===== src/rtl/fft_pkg.sv =====
// fft_pkg: constants and types for the 9-point reorder sequencer.
//   BLK        samples per reorder block
//   TO_CYC_DEF default watchdog limit (cycles) for the read-out wait
//   IDX_W      width of in-block index counters
//   state_t    sequencer FSM states
package fft_pkg;

  localparam int unsigned BLK        = 9;
  localparam int unsigned TO_CYC_DEF = 16;
  localparam int unsigned IDX_W      = 4;

  typedef enum logic [2:0] {
    S_IDLE,
    S_BURST,
    S_WAIT,
    S_GAP,
    S_ABORT
  } state_t;

endpackage


===== src/rtl/reorder9_ctrl_if.sv =====
// reorder9_ctrl_if: upstream sample stream (valid/ready).
//   s_re, s_im  signed sample components
//   s_valid     source has a sample
//   s_ready     sink accepts; transfer on s_valid && s_ready
// master = sample source, slave = reorder9_ctrl.
interface reorder9_ctrl_if #(
  parameter int unsigned WIDTH = 18
) ();

  logic signed [WIDTH-1:0] s_re;
  logic signed [WIDTH-1:0] s_im;
  logic                    s_valid;
  logic                    s_ready;

  modport master (
    output s_re,
    output s_im,
    output s_valid,
    input  s_ready
  );

  modport slave (
    input  s_re,
    input  s_im,
    input  s_valid,
    output s_ready
  );

endinterface


===== src/rtl/rc_pingpong_buf.sv =====
// rc_pingpong_buf: 2 x BLK ping-pong staging buffer.
//   clk, rst    clock, synchronous active-high reset
//   clr         empties both banks and resets pointers
//   wr_en       write one sample into the current write bank
//   wr_data     packed {re, im} sample
//   wr_ready    current write bank is not full
//   rd_idx      entry of the current read bank to present on rd_data
//   rd_release  read bank consumed: clear its full flag, move to other bank
//   rd_full     current read bank is full
//   rd_data     combinational read of rd_idx in the read bank
module rc_pingpong_buf
  import fft_pkg::*;
#(
  parameter int unsigned DW = 36
) (
  input  logic             clk,
  input  logic             rst,
  input  logic             clr,
  input  logic             wr_en,
  input  logic [DW-1:0]    wr_data,
  output logic             wr_ready,
  input  logic [IDX_W-1:0] rd_idx,
  input  logic             rd_release,
  output logic             rd_full,
  output logic [DW-1:0]    rd_data
);

  logic [DW-1:0]    mem [2][BLK];
  logic             wr_bank;
  logic             rd_bank;
  logic [IDX_W-1:0] wr_idx;
  logic [1:0]       bank_full;
  logic             wr_acc;

  assign wr_ready = !bank_full[wr_bank];
  assign rd_full  = bank_full[rd_bank];
  assign rd_data  = mem[rd_bank][rd_idx];
  assign wr_acc   = wr_en && !bank_full[wr_bank];

  always_ff @(posedge clk) begin
    if (wr_acc) begin
      mem[wr_bank][wr_idx] <= wr_data;
    end
  end

  // Fill and drain touch different banks, so a fill-complete and a
  // release landing in the same cycle update independent flag bits.
  always_ff @(posedge clk) begin
    if (rst || clr) begin
      wr_bank   <= 1'b0;
      rd_bank   <= 1'b0;
      wr_idx    <= '0;
      bank_full <= '0;
    end else begin
      if (wr_acc) begin
        if (wr_idx == IDX_W'(BLK - 1)) begin
          bank_full[wr_bank] <= 1'b1;
          wr_bank            <= !wr_bank;
          wr_idx             <= '0;
        end else begin
          wr_idx <= wr_idx + IDX_W'(1);
        end
      end
      if (rd_release) begin
        bank_full[rd_bank] <= 1'b0;
        rd_bank            <= !rd_bank;
      end
    end
  end

endmodule


===== src/rtl/reorder9_ctrl.sv =====
// reorder9_ctrl: sequencer for the 9-point reorder stage.
// Collects upstream samples (gaps allowed) into a ping-pong buffer and
// issues gap-free 9-cycle write bursts, waits out the stage read-out,
// and counts blocks per symbol.
//   clk, rst          clock, synchronous active-high reset
//   start             begins a symbol (ignored while busy), latches cfg_nblk
//   cfg_nblk          blocks per symbol, 0 treated as 1
//   up                upstream sample stream (slave side)
//   ro_di_re/im       samples to reorder stage, 0 when ro_di_en is low
//   ro_di_en          reorder write enable
//   ro_do_en          reorder output-valid
//   busy              symbol in progress
//   sym_done          one-cycle pulse after the last block drained
//   err               sticky protocol/timeout error, cleared by rst or start
module reorder9_ctrl
  import fft_pkg::*;
#(
  parameter int unsigned WIDTH  = 18,
  parameter int unsigned NBLK_W = 8,
  parameter int unsigned TO_CYC = TO_CYC_DEF
) (
  input  logic                    clk,
  input  logic                    rst,
  input  logic                    start,
  input  logic [NBLK_W-1:0]       cfg_nblk,
  reorder9_ctrl_if.slave          up,
  output logic signed [WIDTH-1:0] ro_di_re,
  output logic signed [WIDTH-1:0] ro_di_im,
  output logic                    ro_di_en,
  input  logic                    ro_do_en,
  output logic                    busy,
  output logic                    sym_done,
  output logic                    err
);

  localparam int unsigned WC_W = $clog2(TO_CYC + 1);

  state_t             state;
  logic [IDX_W-1:0]   rd_idx;
  logic [IDX_W-1:0]   dcnt;
  logic [WC_W-1:0]    wcnt;
  logic [NBLK_W-1:0]  blk_cnt;
  logic [NBLK_W-1:0]  nblk;

  logic               clr_req;
  logic               buf_clr;
  logic               wr_en;
  logic               wr_ready;
  logic               rd_full;
  logic               rd_release;
  logic [IDX_W-1:0]   rd_addr;
  logic [2*WIDTH-1:0] rd_data;
  logic               last_blk;

  assign clr_req    = start && !busy;
  assign buf_clr    = clr_req || (state == S_ABORT);
  assign up.s_ready = busy && wr_ready;
  assign wr_en      = up.s_valid && up.s_ready;
  assign rd_release = (state == S_BURST) && (rd_idx == IDX_W'(BLK - 1));
  assign last_blk   = (blk_cnt == nblk - NBLK_W'(1));

  // Output data is registered, so the buffer is addressed one entry
  // ahead of what ro_di_* currently shows.
  always_comb begin
    rd_addr = '0;
    if (state == S_BURST && rd_idx != IDX_W'(BLK - 1)) begin
      rd_addr = rd_idx + IDX_W'(1);
    end
  end

  rc_pingpong_buf #(
    .DW (2 * WIDTH)
  ) u_buf (
    .clk        (clk),
    .rst        (rst),
    .clr        (buf_clr),
    .wr_en      (wr_en),
    .wr_data    ({up.s_re, up.s_im}),
    .wr_ready   (wr_ready),
    .rd_idx     (rd_addr),
    .rd_release (rd_release),
    .rd_full    (rd_full),
    .rd_data    (rd_data)
  );

  always_ff @(posedge clk) begin
    if (rst) begin
      state    <= S_IDLE;
      rd_idx   <= '0;
      dcnt     <= '0;
      wcnt     <= '0;
      blk_cnt  <= '0;
      nblk     <= '0;
      ro_di_re <= '0;
      ro_di_im <= '0;
      ro_di_en <= 1'b0;
      busy     <= 1'b0;
      sym_done <= 1'b0;
      err      <= 1'b0;
    end else begin
      sym_done <= 1'b0;
      ro_di_en <= 1'b0;
      ro_di_re <= '0;
      ro_di_im <= '0;

      if (clr_req) begin
        err     <= 1'b0;
        blk_cnt <= '0;
        nblk    <= (cfg_nblk == '0) ? NBLK_W'(1) : cfg_nblk;
        busy    <= 1'b1;
      end

      if (ro_do_en && state != S_WAIT) begin
        err <= 1'b1;
      end

      unique case (state)
        S_IDLE: begin
          if (busy && rd_full) begin
            state                <= S_BURST;
            rd_idx               <= '0;
            ro_di_en             <= 1'b1;
            {ro_di_re, ro_di_im} <= rd_data;
          end
        end

        S_BURST: begin
          if (rd_idx == IDX_W'(BLK - 1)) begin
            state <= S_WAIT;
            dcnt  <= '0;
            wcnt  <= '0;
          end else begin
            rd_idx               <= rd_idx + IDX_W'(1);
            ro_di_en             <= 1'b1;
            {ro_di_re, ro_di_im} <= rd_data;
          end
        end

        S_WAIT: begin
          // A 9th output-valid in the final watchdog cycle still counts.
          if (ro_do_en && dcnt == IDX_W'(BLK - 1)) begin
            state    <= S_GAP;
            sym_done <= last_blk;
          end else begin
            if (ro_do_en) begin
              dcnt <= dcnt + IDX_W'(1);
            end
            if (wcnt == WC_W'(TO_CYC - 1)) begin
              err   <= 1'b1;
              state <= S_ABORT;
            end else begin
              wcnt <= wcnt + WC_W'(1);
            end
          end
        end

        S_GAP: begin
          blk_cnt <= blk_cnt + NBLK_W'(1);
          if (last_blk) begin
            busy  <= 1'b0;
            state <= S_IDLE;
          end else if (rd_full) begin
            state                <= S_BURST;
            rd_idx               <= '0;
            ro_di_en             <= 1'b1;
            {ro_di_re, ro_di_im} <= rd_data;
          end else begin
            state <= S_IDLE;
          end
        end

        S_ABORT: begin
          busy  <= 1'b0;
          state <= S_IDLE;
        end

        default: state <= S_IDLE;
      endcase
    end
  end

endmodule


===== src/flat_wrapper.sv =====
// flat-port wrapper written by rule: the top's interface ports become plain ports
module reorder9_ctrl_flat import fft_pkg::*;
#(
  parameter int unsigned WIDTH  = 18,
  parameter int unsigned NBLK_W = 8,
  parameter int unsigned TO_CYC = TO_CYC_DEF
)
  (clk, rst, start, cfg_nblk, ro_di_re, ro_di_im, ro_di_en, ro_do_en, busy, sym_done, err, up_s_re, up_s_im, up_s_valid, up_s_ready);
  reorder9_ctrl_if #(.WIDTH(WIDTH)) up_i ();
  input  logic clk;
  input  logic rst;
  input  logic start;
  input  logic [NBLK_W-1:0] cfg_nblk;
  output logic signed [WIDTH-1:0] ro_di_re;
  output logic signed [WIDTH-1:0] ro_di_im;
  output logic ro_di_en;
  input  logic ro_do_en;
  output logic busy;
  output logic sym_done;
  output logic err;
  input wire logic [$bits(up_i.s_re)-1:0] up_s_re;
  input wire logic [$bits(up_i.s_im)-1:0] up_s_im;
  input wire logic [$bits(up_i.s_valid)-1:0] up_s_valid;
  output wire logic [$bits(up_i.s_ready)-1:0] up_s_ready;
  assign up_i.s_re = up_s_re;
  assign up_i.s_im = up_s_im;
  assign up_i.s_valid = up_s_valid;
  assign up_s_ready = up_i.s_ready;
  reorder9_ctrl #(.WIDTH(WIDTH), .NBLK_W(NBLK_W), .TO_CYC(TO_CYC)) u_core (.clk(clk), .rst(rst), .start(start), .cfg_nblk(cfg_nblk), .up(up_i), .ro_di_re(ro_di_re), .ro_di_im(ro_di_im), .ro_di_en(ro_di_en), .ro_do_en(ro_do_en), .busy(busy), .sym_done(sym_done), .err(err));
endmodule

===== config.mk =====
export PLATFORM = sky130hd
export DESIGN_NAME = reorder9_ctrl_flat
export DESIGN_NICKNAME = d
export VERILOG_FILES = /design/src/rtl/fft_pkg.sv /design/src/rtl/reorder9_ctrl_if.sv /design/src/rtl/rc_pingpong_buf.sv /design/src/rtl/reorder9_ctrl.sv /design/src/flat_wrapper.sv
export SDC_FILE = /design/constraint.sdc
export NUM_CORES = 1
export LEC_CHECK = 0
export ABC_AREA = 0
export BUFFER_PORTS_ARGS = -buffer_cell sky130_fd_sc_hd__buf_2
export CORE_MARGIN = 2
export CORE_UTILIZATION = 60
export CTS_BUF_LIST = sky130_fd_sc_hd__clkbuf_2
export DETAILED_ROUTE_END_ITERATION = 16
export HOLD_SLACK_MARGIN = 0.1
export PLACE_DENSITY = 0.77
export SKIP_CTS_REPAIR_TIMING = 1
export SLEW_MARGIN = 20
export SYNTH_ARGS = -nofsm -noshare
export SYNTH_HDL_FRONTEND = slang
export SYNTH_SLANG_ARGS = --single-unit

===== constraint.sdc =====
create_clock -name clk -period 4.19 [get_ports clk]
set_input_delay 0.838 -clock clk [delete_from_list [all_inputs] [get_ports clk]]
set_output_delay 0.838 -clock clk [all_outputs]
set_load 0.005 [all_outputs]

Word level (Yosys, flattened, before mapping)
Memory sizes are Yosys's and may differ from the RTL's. A register that Yosys moved wholly into a read port is not among the register bits. Cells that the tools add are included.

Bits in registers: 80. Input bits: 49. RAM bits: 648. Output and inout port bits: 41. Logic and storage cells: 155. Memories: 1.

Bitwise operators: 7. Add/subtract/negate cells: 6. Eq/ne operators: 20. Reductions and logical operators: 29. $lt $le $gt $ge: 7. Multiplexer cells: 69.

Memories: u_core.u_buf.mem (depth 2, width 324, rd ports 1, clocked after Yosys merged registers in 1, wr ports 1, line rc_pingpong_buf.sv:28) `logic [DW-1:0] mem [2][BLK];`.

Operators with widths (number): $mux W324 (1); $bmux W36 S4 (1); $demux W36 S4 (1); $mux W18 (8); $mux W36 (3); $pmux W18 S3 (2); $mux W4 (9); $mux W8 (3); $mux W1 (21); $mux W3 (5); $mux W5 (3); $add A4 B1 Y4 const B (3); $eq A4 B4 Y1 const B (3); $logic_and A1 B1 Y1 (12); $ne A2 B2 Y1 const B (6); $pmux W3 S4 (1); $pmux W4 S3 (1); $ge A5 B5 Y1 const B (2); $not A4 Y5 (2); $pmux W5 S2 (1); $add A8 B1 Y8 const B (1); $eq A8 B8 Y1 (1); $logic_not A8 Y1 (1); $mux W2 (4); other kinds (31) (43).

Depth between registers and ports, before layout
Gate-level depths: netlist of run 1.

Depth after elaboration: 10. Gate-level depth with buffers: 13. Depth with buffers taken out: 9.

By module
A second synthesis of run 1 with hierarchy kept.

Cell total of the unflattened synthesis: 1474. Area, all modules: 28566.1 um^2.

Modules (own cells, without submodules): rc_pingpong_buf (cells each 1144, sequential area each 19638.8 um^2, instances 1, area each 25435.6 um^2); reorder9_ctrl (cells each 330, sequential area each 1441.4 um^2, instances 1, area each 3130.5 um^2).

Worst setup path after synthesis of run 1
No wires, ideal clock.

Path kind: in2reg. Start point: input port up_s_valid. End point: register u_core.u_buf.bank_full[0]. Data arrival time: 3698 ps. Setup slack: 427 ps. Path buffers: 1. Library setup time: 65 ps. Required time: 4125 ps. Stages: 6. Cell sequence: and3_1 buf_2 nand2_1 nor3b_1 nor2b_1 o221a_2.

Longest elaborated chain between the ends: 6.

RTL lines: start, declared (line flat_wrapper.sv:23) `input wire logic [$bits(up_i.s_valid)-1:0] up_s_valid;`; $logic_and A1 B1 Y1 (*) (line reorder9_ctrl.sv:58) `assign wr_en = up.s_valid && up.s_ready;`; $logic_and A1 B1 Y1 (*) (line rc_pingpong_buf.sv:38) `assign wr_acc = wr_en && !bank_full[wr_bank];`; $mux W2 (*) (line rc_pingpong_buf.sv:55) `if (wr_acc) begin`; $mux W2 (*) (line rc_pingpong_buf.sv:49) `if (rst || clr) begin`; $and A2 B2 Y2 (no source line); $mux W2 (*) (line rc_pingpong_buf.sv:64) `if (rd_release) begin`; end signal, assigned (line rc_pingpong_buf.sv:53) `bank_full <= '0;`; end signal, assigned by index (line rc_pingpong_buf.sv:57) `bank_full[wr_bank] <= 1'b1;`; end signal, assigned by index (line rc_pingpong_buf.sv:65) `bank_full[rd_bank] <= 1'b0;`; end, declared (line rc_pingpong_buf.sv:32) `logic [1:0] bank_full;`.

Mark *: on every way between the ends. The rest lies on a longest branch, timed or not. The select of a mux whose other input is x is not followed. A chain may end at the register's enable or synchronous reset.

Worst setup path after layout of run 1
Start point: register u_core.rd_idx[0]. End point: register u_core.ro_di_re[14].

Longest elaborated chain between the ends: 10. Elaborated cells on any way between the ends: 14. Classes of those cells: 1 x add/sub; 2 x eq/ne; 9 x mux; 1 x bitwise; 1 x reduce/logical.

RTL lines: start, declared (line reorder9_ctrl.sv:39) `logic [IDX_W-1:0] rd_idx;`; start signal, assigned (line reorder9_ctrl.sv:133) `rd_idx <= rd_idx + IDX_W'(1);`; parallel branches: the longest is 9 deep, another holds $add A4 B1 Y4; $pmux W18 S3 (*) (line reorder9_ctrl.sv:117) `unique case (state)`; end signal, assigned (line reorder9_ctrl.sv:123) `{ro_di_re, ro_di_im} <= rd_data;`; end signal, assigned (line reorder9_ctrl.sv:135) `{ro_di_re, ro_di_im} <= rd_data;`; end signal, assigned (line reorder9_ctrl.sv:166) `{ro_di_re, ro_di_im} <= rd_data;`; end, declared (line reorder9_ctrl.sv:27) `output logic signed [WIDTH-1:0] ro_di_re,`.

Mark *: on every way between the ends. The select of a mux whose other input is x is not followed.

==> impl_summary.txt, run 1 <==
----------------------------------------------------
[Setup path]
  Flop2flop setup slack ... 730 ps
  Worst Path Buf+Inv ... 3
  Cell Chain, Critical Path ... inv_1 > buf_4 > ha_1 > nand3b_1 > nand3_4 > buf_12 > a211oi_1 > a211oi_1 > o21ai_0 > a31oi_1
  CP max stage delay ... ~660 ps
  Worst Setup End Kind ... flip-flop
  Startpoint class of the critical path ... flip-flop
  Worst R2R Path Depth ... 10
  Reg2reg start ... u_core.rd_idx[0]
  Destination of the worst register-to-register timing path ... u_core.ro_di_re[14]
  Cell family with the largest share of critical-path delay ... compound AO/OA/AOI/OAI gates
  Worst endpoint data arrival time ... 4700 ps
  Critical path data required time ... about 5400 ps
  Most frequent cell on the critical path ... a211oi_1
  Master of the slowest instance on the critical path ... a211oi_1
  Type of the worst setup path ... reg2reg
  Max FO, Critical Path ... just over 70

[Layout]
  Layout cell share with drive strength beyond 1 ... 0.241
  Final Net Count ... 2181
  Area growth from synthesis to layout ... 12.6%

[Routing]
  Number of DRC violations after detailed routing ... 0
  Average via count per standard cell ... about 6.2
  Via count ... 17775
  Number of detailed-routing iterations run before antenna repair ... 6
  Number of routed nets with antenna violations ... 0
  Routed wire length per instance ... 23.9 µm
  First-iteration detailed-routing DRC count ... 2303
  Total wirelength of the detailed-routed design ... about 70 mm

[Timing]
  Worst Max-Slew Pin Slew ... about 960 ps
  Max-slew violation count ... 0
  Hold violation total from the final report ... 0
  Final worst path period share ... 0.827
  Period minus WS final ... 3460 ps
  Endpoints failing setup ... 0
  Sum of negative setup slack ... 0 ps
  Max-slew headroom ... 0.356
  Highest attainable clock frequency ... 0.289 GHz
  Worst Clk Skew ... 89.9 ps
  Setup repair after global routing missed its margin ... no

[Min path]
  Class of the most critical hold timing path ... in2reg
  Min-Delay Path Depth ... 4
  Start point of the worst hold path ... start
  Worst hold endpoint ... u_core.busy

[Floorplanning]
  Die area ... 50100 µm²
  Die outline width ... 224 µm
  Core Rows ... 80
  Placeable core region ... 47700 µm²
  Die Y ... between 200 and 250 µm
  I/O pin total ... 90
  Initial standard-cell utilization of the core ... 0.608

[Clock tree]
  CTS root buf ... clkbuf_2
  CTS tree ... done
  Source-to-sink clock delay at the later pin of the worst-skew pair ... 1390 ps
  Number of clock buffers inserted by TritonCTS ... 172
  H-tree levels ... 4
  Num Clock Sinks ... 729
  Register clock-pin slew on the reported worst setup and hold paths ... 90 ps
  Largest buffer count on any clock path ... 3

[Synthesis]
  Number of library cell types mapped by synthesis ... 60
  Sequential area share after synthesis ... 0.727
  Synth Warn # ... 0
  Average cell area after synthesis ... 15.7 µm²
  Post-Synthesis Cells ... approximately 1900
  Number of synthesized flops with an enable pin ... 648
  Asr flop ratio synth ... 0
  Syn Nets ... 1911
  Post-synthesis register bit count ... about 730
  Area of the mapped netlist ... roughly 29000 µm²
  Ys flop type ... edfxtp_1

[Power and ir drop]
  Relative contribution of the clock network to total power ... 0.366
  LEAKAGE ... 10.7 nW
  Sw Ratio ... 0.226
  Cell internal power dissipation ... roughly 10 mW
  Worst vdd rail ir drop ... roughly 0.31 mV
  Sw power ... approximately 3 mW
  Power density of the placed cells ... 397 nW/µm²
  Sequential fraction of design power ... 0.612
  Final Power ... 13.0 mW
  Share of total power in combinational logic ... 0.022

[GRT]
  All-Layer GR Usage ... 0.276
  Vias in the first global route ... roughly 17000
  First-pass GRT wire length ... 102 mm
  Largest net degree at the start of global routing ... 93
  GRT Residual Overflow ... 0
  Number of antenna violations at the first check in global routing ... 2

[Job]
  Number of violations of the max-capacitance limit ... 0

[Placed design]
  Last weighted congestion value of the routability-driven placer ... 0.907
  PortBufs ... 89
  Final HPWL DP ... just over 40 mm

[Run status]
  Run status ... completed

----------------------------------------------------
worst register-to-register path, cell delays in order (launching register included):
cell	delay, ps
dfxtp_2	350
inv_1	60
buf_4	280
ha_1	220
nand3b_1	270
nand3_4	620
buf_12	410
a211oi_1	110
a211oi_1	660
o21ai_0	170
a31oi_1	190
through the flow:
stage               setup slack (ps)  hold slack, ps  cells   util  cell area, µm²
CTS                              725            -409   2799  0.670           32000
finish                           726             392   2868  0.684           32700
floorplan                        427             432   1850      -           29000
detailed placement               822             445   2498  0.636           30400
global route                     551             302   2867  0.684           32700
global placement                 887             438   2498  0.636           30400
layout make-up:
type	instances	area, µm²
sequential	729	21100
fill	3135	15100
multi-input combinational	1000	7530
timing repair buffer	204	1570
clock buffer	257	1290
tap	615	769
clock inverter	44	360
inverter	13	48.8
antenna	6	15.0
synthesized netlist by cell type (35+ instances only):
master	instances	area share
nand2_1	143	0.019
mux2_2	50	0.019
dfxtp_1	81	0.056
clkbuf_1	51	0.0066
buf_2	41	0.0071
mux4_2	35	0.027
mux2i_1	137	0.047
edfxtp_1	648	0.67
nor2_1	71	0.0092
nor2b_1	73	0.016
o21ai_0	64	0.011
a21oi_1	77	0.013
a211oi_1	140	0.036
state kept, by name (all words and copies together), names as in the netlist, named ones only:
register / count
u_core.u_buf.mem: 648
u_core.ro_di_im: 18
u_core.ro_di_re: 18
u_core.blk_cnt: 8
u_core.nblk: 8
u_core.wcnt: 5
u_core.dcnt: 4
u_core.rd_idx: 4
u_core.u_buf.wr_idx: 4
u_core.state: 3
u_core.u_buf.bank_full: 2
u_core.busy: 1
u_core.err: 1
u_core.ro_di_en: 1
u_core.sym_done: 1
u_core.u_buf.rd_bank: 1
u_core.u_buf.wr_bank: 1
worst max-delay path by stage:
| stage | to | startpoint | depth (start not counted) |
|---|---|---|---|
| 2_1_floorplan | u_core.u_buf.bank_full[0] | up_s_valid | 6 |
| 3_5_place_dp | u_core.u_buf.mem[1][22] | up_s_valid | 6 |
| 3_3_place_gp | u_core.ro_di_re[14] | u_core.rd_idx[0] | 10 |
| 6_report | u_core.ro_di_re[14] | u_core.rd_idx[0] | 10 |
| 5_1_grt | u_core.ro_di_im[10] | u_core.rd_idx[0] | 10 |
| 4_1_cts | up_s_ready | u_core.u_buf.wr_bank | 3 |
power groups by stage:
stage / logic [mW] / clock network, mW / registers [mW]
finish: 0.284 / 4.74 / 7.93
global route: 0.308 / 5.18 / 7.93
floorplan: 0.0816 / 0 / 8.09
global placement: 0.220 / 0 / 8.09
CTS: 0.231 / 4.82 / 7.93
detailed placement: 0.230 / 0 / 8.09
routing by layer:
layer / vias up / wire length [µm] / global-route usage / share of wire
li1: 7882 / - / - / -
met1: 8828 / 28400 / 0.390 / 0.41
met2: 929 / 32000 / 0.416 / 0.47
met3: 136 / 6650 / 0.0791 / 0.097
met4: 0 / 1610 / 0.0991 / 0.023
met5: - / 0 / 0 / 0
cells by family (layout without fill, tap and decap cells):
kind of cell	after synthesis	count (layout)	synth area share
compound gates	373	373	0.0853
fa+ha+maj	12	12	0.00518
simple gates	370	370	0.0628
xor+xnor	23	23	0.00694
buf+inv	121	518	0.0192
other cells	0	6	0
flops	729	729	0.727
mux	222	222	0.0939
cells in the final DEF, fill, tap and decap left out, drive strengths merged, types with 30 or more instances in the layout:
cell type / netlist / final
edfxtp: 648 / 648
clkbuf: 51 / 257
nand2: 143 / 143
a211oi: 141 / 141
buf: 57 / 141
mux2i: 137 / 137
dfxtp: 81 / 81
a21oi: 77 / 77
nor2b: 73 / 73
nor2: 73 / 73
o21ai: 66 / 66
dlygate4sd3: 0 / 63
mux2: 50 / 50
mux4: 35 / 35
clkinv: 0 / 30
No activity file was read; power rests on OpenSTA's default activity.
==> inputs of run 2 (changes only) <==
clock period = 3.5 ns   (was 4.19 ns; I/O delays follow)
==> impl_summary.txt, run 2 (same netlist as run 1, synthesis figures left out) <==
----------------------------------------------------
[Run status]
  Run status ... completed

[Layout]
  Fillers ... 3075
  Leading cell type in the layout, fill and taps excluded ... edfxtp_1
  Final Net Count ... between 2000 and 2500
  Layout cell share with drive strength beyond 1 ... 0.243
  Register bank with the most flops ... u_core.u_buf.mem
  Max FFs per register ... 648
  Registers with the highest flip-flop counts ... u_core.u_buf.mem: 648 flops, u_core.ro_di_im: 18 flops, u_core.ro_di_re: 18 flops
  Area growth from synthesis to layout ... 12.9%
  Highest-count cells in the layout ignoring fill and taps ... edfxtp_1 (648), clkbuf_2 (275), nand2_1 (143)

[Timing]
  Worst Max-Slew Pin Slew ... 955 ps
  Final worst path period share ... 0.939
  Worst Clk Skew ... 88.9 ps
  Endpoints failing setup ... 0
  Hold violation total from the final report ... 0
  Sum of negative setup slack ... 0 ps
  Setup repair after global routing missed its margin ... no
  Highest attainable clock frequency ... approximately 0.30 GHz
  Period minus WS final ... 3290 ps
  Max-slew violation count ... 0
  Final worst hold slack ... ~270 ps
  Max-slew headroom ... 0.361

[Clock tree]
  H-tree levels ... 4
  Largest buffer count on any clock path ... 3
  Number of clock buffers inserted by TritonCTS ... approximately 170
  Register clock-pin slew on the reported worst setup and hold paths ... 110 ps
  Source-to-sink clock delay at the later pin of the worst-skew pair ... 1380 ps
  Num Clock Sinks ... 729
  CTS root buf ... clkbuf_2
  CTS tree ... done

[Setup path]
  Cell family with the largest share of critical-path delay ... flip-flops
  Cell Chain, Critical Path ... mux2i_1 > and2_1 > buf_2
  Worst Path Buf+Inv ... 1
  Max FO, Critical Path ... 8
  Master of the slowest instance on the critical path ... dfxtp_1
  CP max stage delay ... between 500 and 600 ps
  Worst endpoint data arrival time ... 2590 ps
  Flop2flop setup slack ... 290 ps
  Worst Setup End Kind ... primary output
  Worst R2R Path Depth ... 8
  Startpoint class of the critical path ... flip-flop
  Reg2reg start ... u_core.nblk[0]
  Critical path data required time ... 2800 ps
  Type of the worst setup path ... reg2out
  Destination of the worst register-to-register timing path ... u_core.busy

[Floorplanning]
  Core Rows ... 80
  Initial standard-cell utilization of the core ... 0.608
  Placeable core region ... 47700 µm²
  Die outline width ... 224 µm
  Die Y ... 224 µm
  I/O pin total ... 90
  Die area ... 50100 µm²

[Routing]
  Total wirelength of the detailed-routed design ... between 60 and 70 mm
  First-iteration detailed-routing DRC count ... 1935
  Via count ... 17624
  Average via count per standard cell ... 6.08
  Number of routed nets with antenna violations ... 0
  Routed wire length per instance ... 22.8 µm
  Number of DRC violations after detailed routing ... 0
  Number of detailed-routing iterations run before antenna repair ... 7

[GRT]
  First-pass GRT wire length ... 98.7 mm
  GRT Residual Overflow ... 0
  All-Layer GR Usage ... 0.265
  Number of antenna violations at the first check in global routing ... 1
  Vias in the first global route ... 17161
  Largest net degree at the start of global routing ... 63

[Min path]
  Class of the most critical hold timing path ... in2reg
  Worst hold endpoint ... u_core.u_buf.mem[0][44]
  Min-Delay Path Depth ... 2
  Start point of the worst hold path ... up_s_im[8]

[Job]
  Number of violations of the max-capacitance limit ... 0

[Power and ir drop]
  Worst vdd rail ir drop ... 0.316 mV
  Power density of the placed cells ... 470 nW/µm²
  LEAKAGE ... roughly 11 nW

[Placed design]
  Last weighted congestion value of the routability-driven placer ... 0.840
  PortBufs ... ~90
  Final HPWL DP ... 37.2 mm

----------------------------------------------------
run 2: area by class of cell:
type,count,area [µm²],area share
Antenna cell,3,7.51,0.000229
Inverter,13,48.8,0.00149
Clock buffer,275,1380,0.0420
Sequential cell,729,21100,0.644
Timing Repair Buffer,222,1680,0.0514
Clock inverter,42,264,0.00806
Multi-Input combinational cell,1000,7520,0.230
Tap cell,615,769,0.0235
run 2: worst max path at each step:
| stage | from | to | slack [ps] | depth (start not counted) |
|---|---|---|---|---|
| final | u_core.u_buf.wr_bank | up_s_ready | 210 | 3 |
| after global routing | u_core.nblk[0] | u_core.busy | 80 | 8 |
| after CTS | u_core.u_buf.wr_bank | up_s_ready | 170 | 3 |
| after detailed placement | u_core.u_buf.wr_bank | u_core.u_buf.mem[1][179] | 580 | 6 |
| after global placement | u_core.u_buf.wr_bank | u_core.u_buf.mem[1][179] | 600 | 6 |
| after floorplan | u_core.u_buf.wr_bank | u_core.u_buf.mem[1][36] | 310 | 6 |
run 2: through the flow:
| step | util | power, mW | area (µm²) | setup WS, ps | cells |
|---|---|---|---|---|---|
| after floorplan | - | 9.79 | 29000 | 311 | 1850 |
| after global placement | 0.637 | 9.94 | 30400 | 602 | 2508 |
| after detailed placement | 0.637 | 9.95 | 30400 | 579 | 2508 |
| after CTS | 0.671 | 15.5 | 32000 | 174 | 2825 |
| after global routing | 0.686 | 16.0 | 32800 | 80.0 | 2897 |
| final | 0.686 | 15.4 | 32800 | 214 | 2899 |
run 2: where the power goes:
part           total [mW]  leakage [nW]  switching, mW  internal [mW]
clock                5.57          1.27           3.22           2.35
combinational       0.332          3.01          0.209          0.123
sequential           9.49          6.49         0.0180           9.47
run 2: layer usage:
layer	up-vias	track usage	routed length [µm]
met2	833	0.412	31400
met3	118	0.0719	5770
met5	-	0	0
met4	0	0.100	1470
met1	8745	0.363	27400
li1	7928	-	-
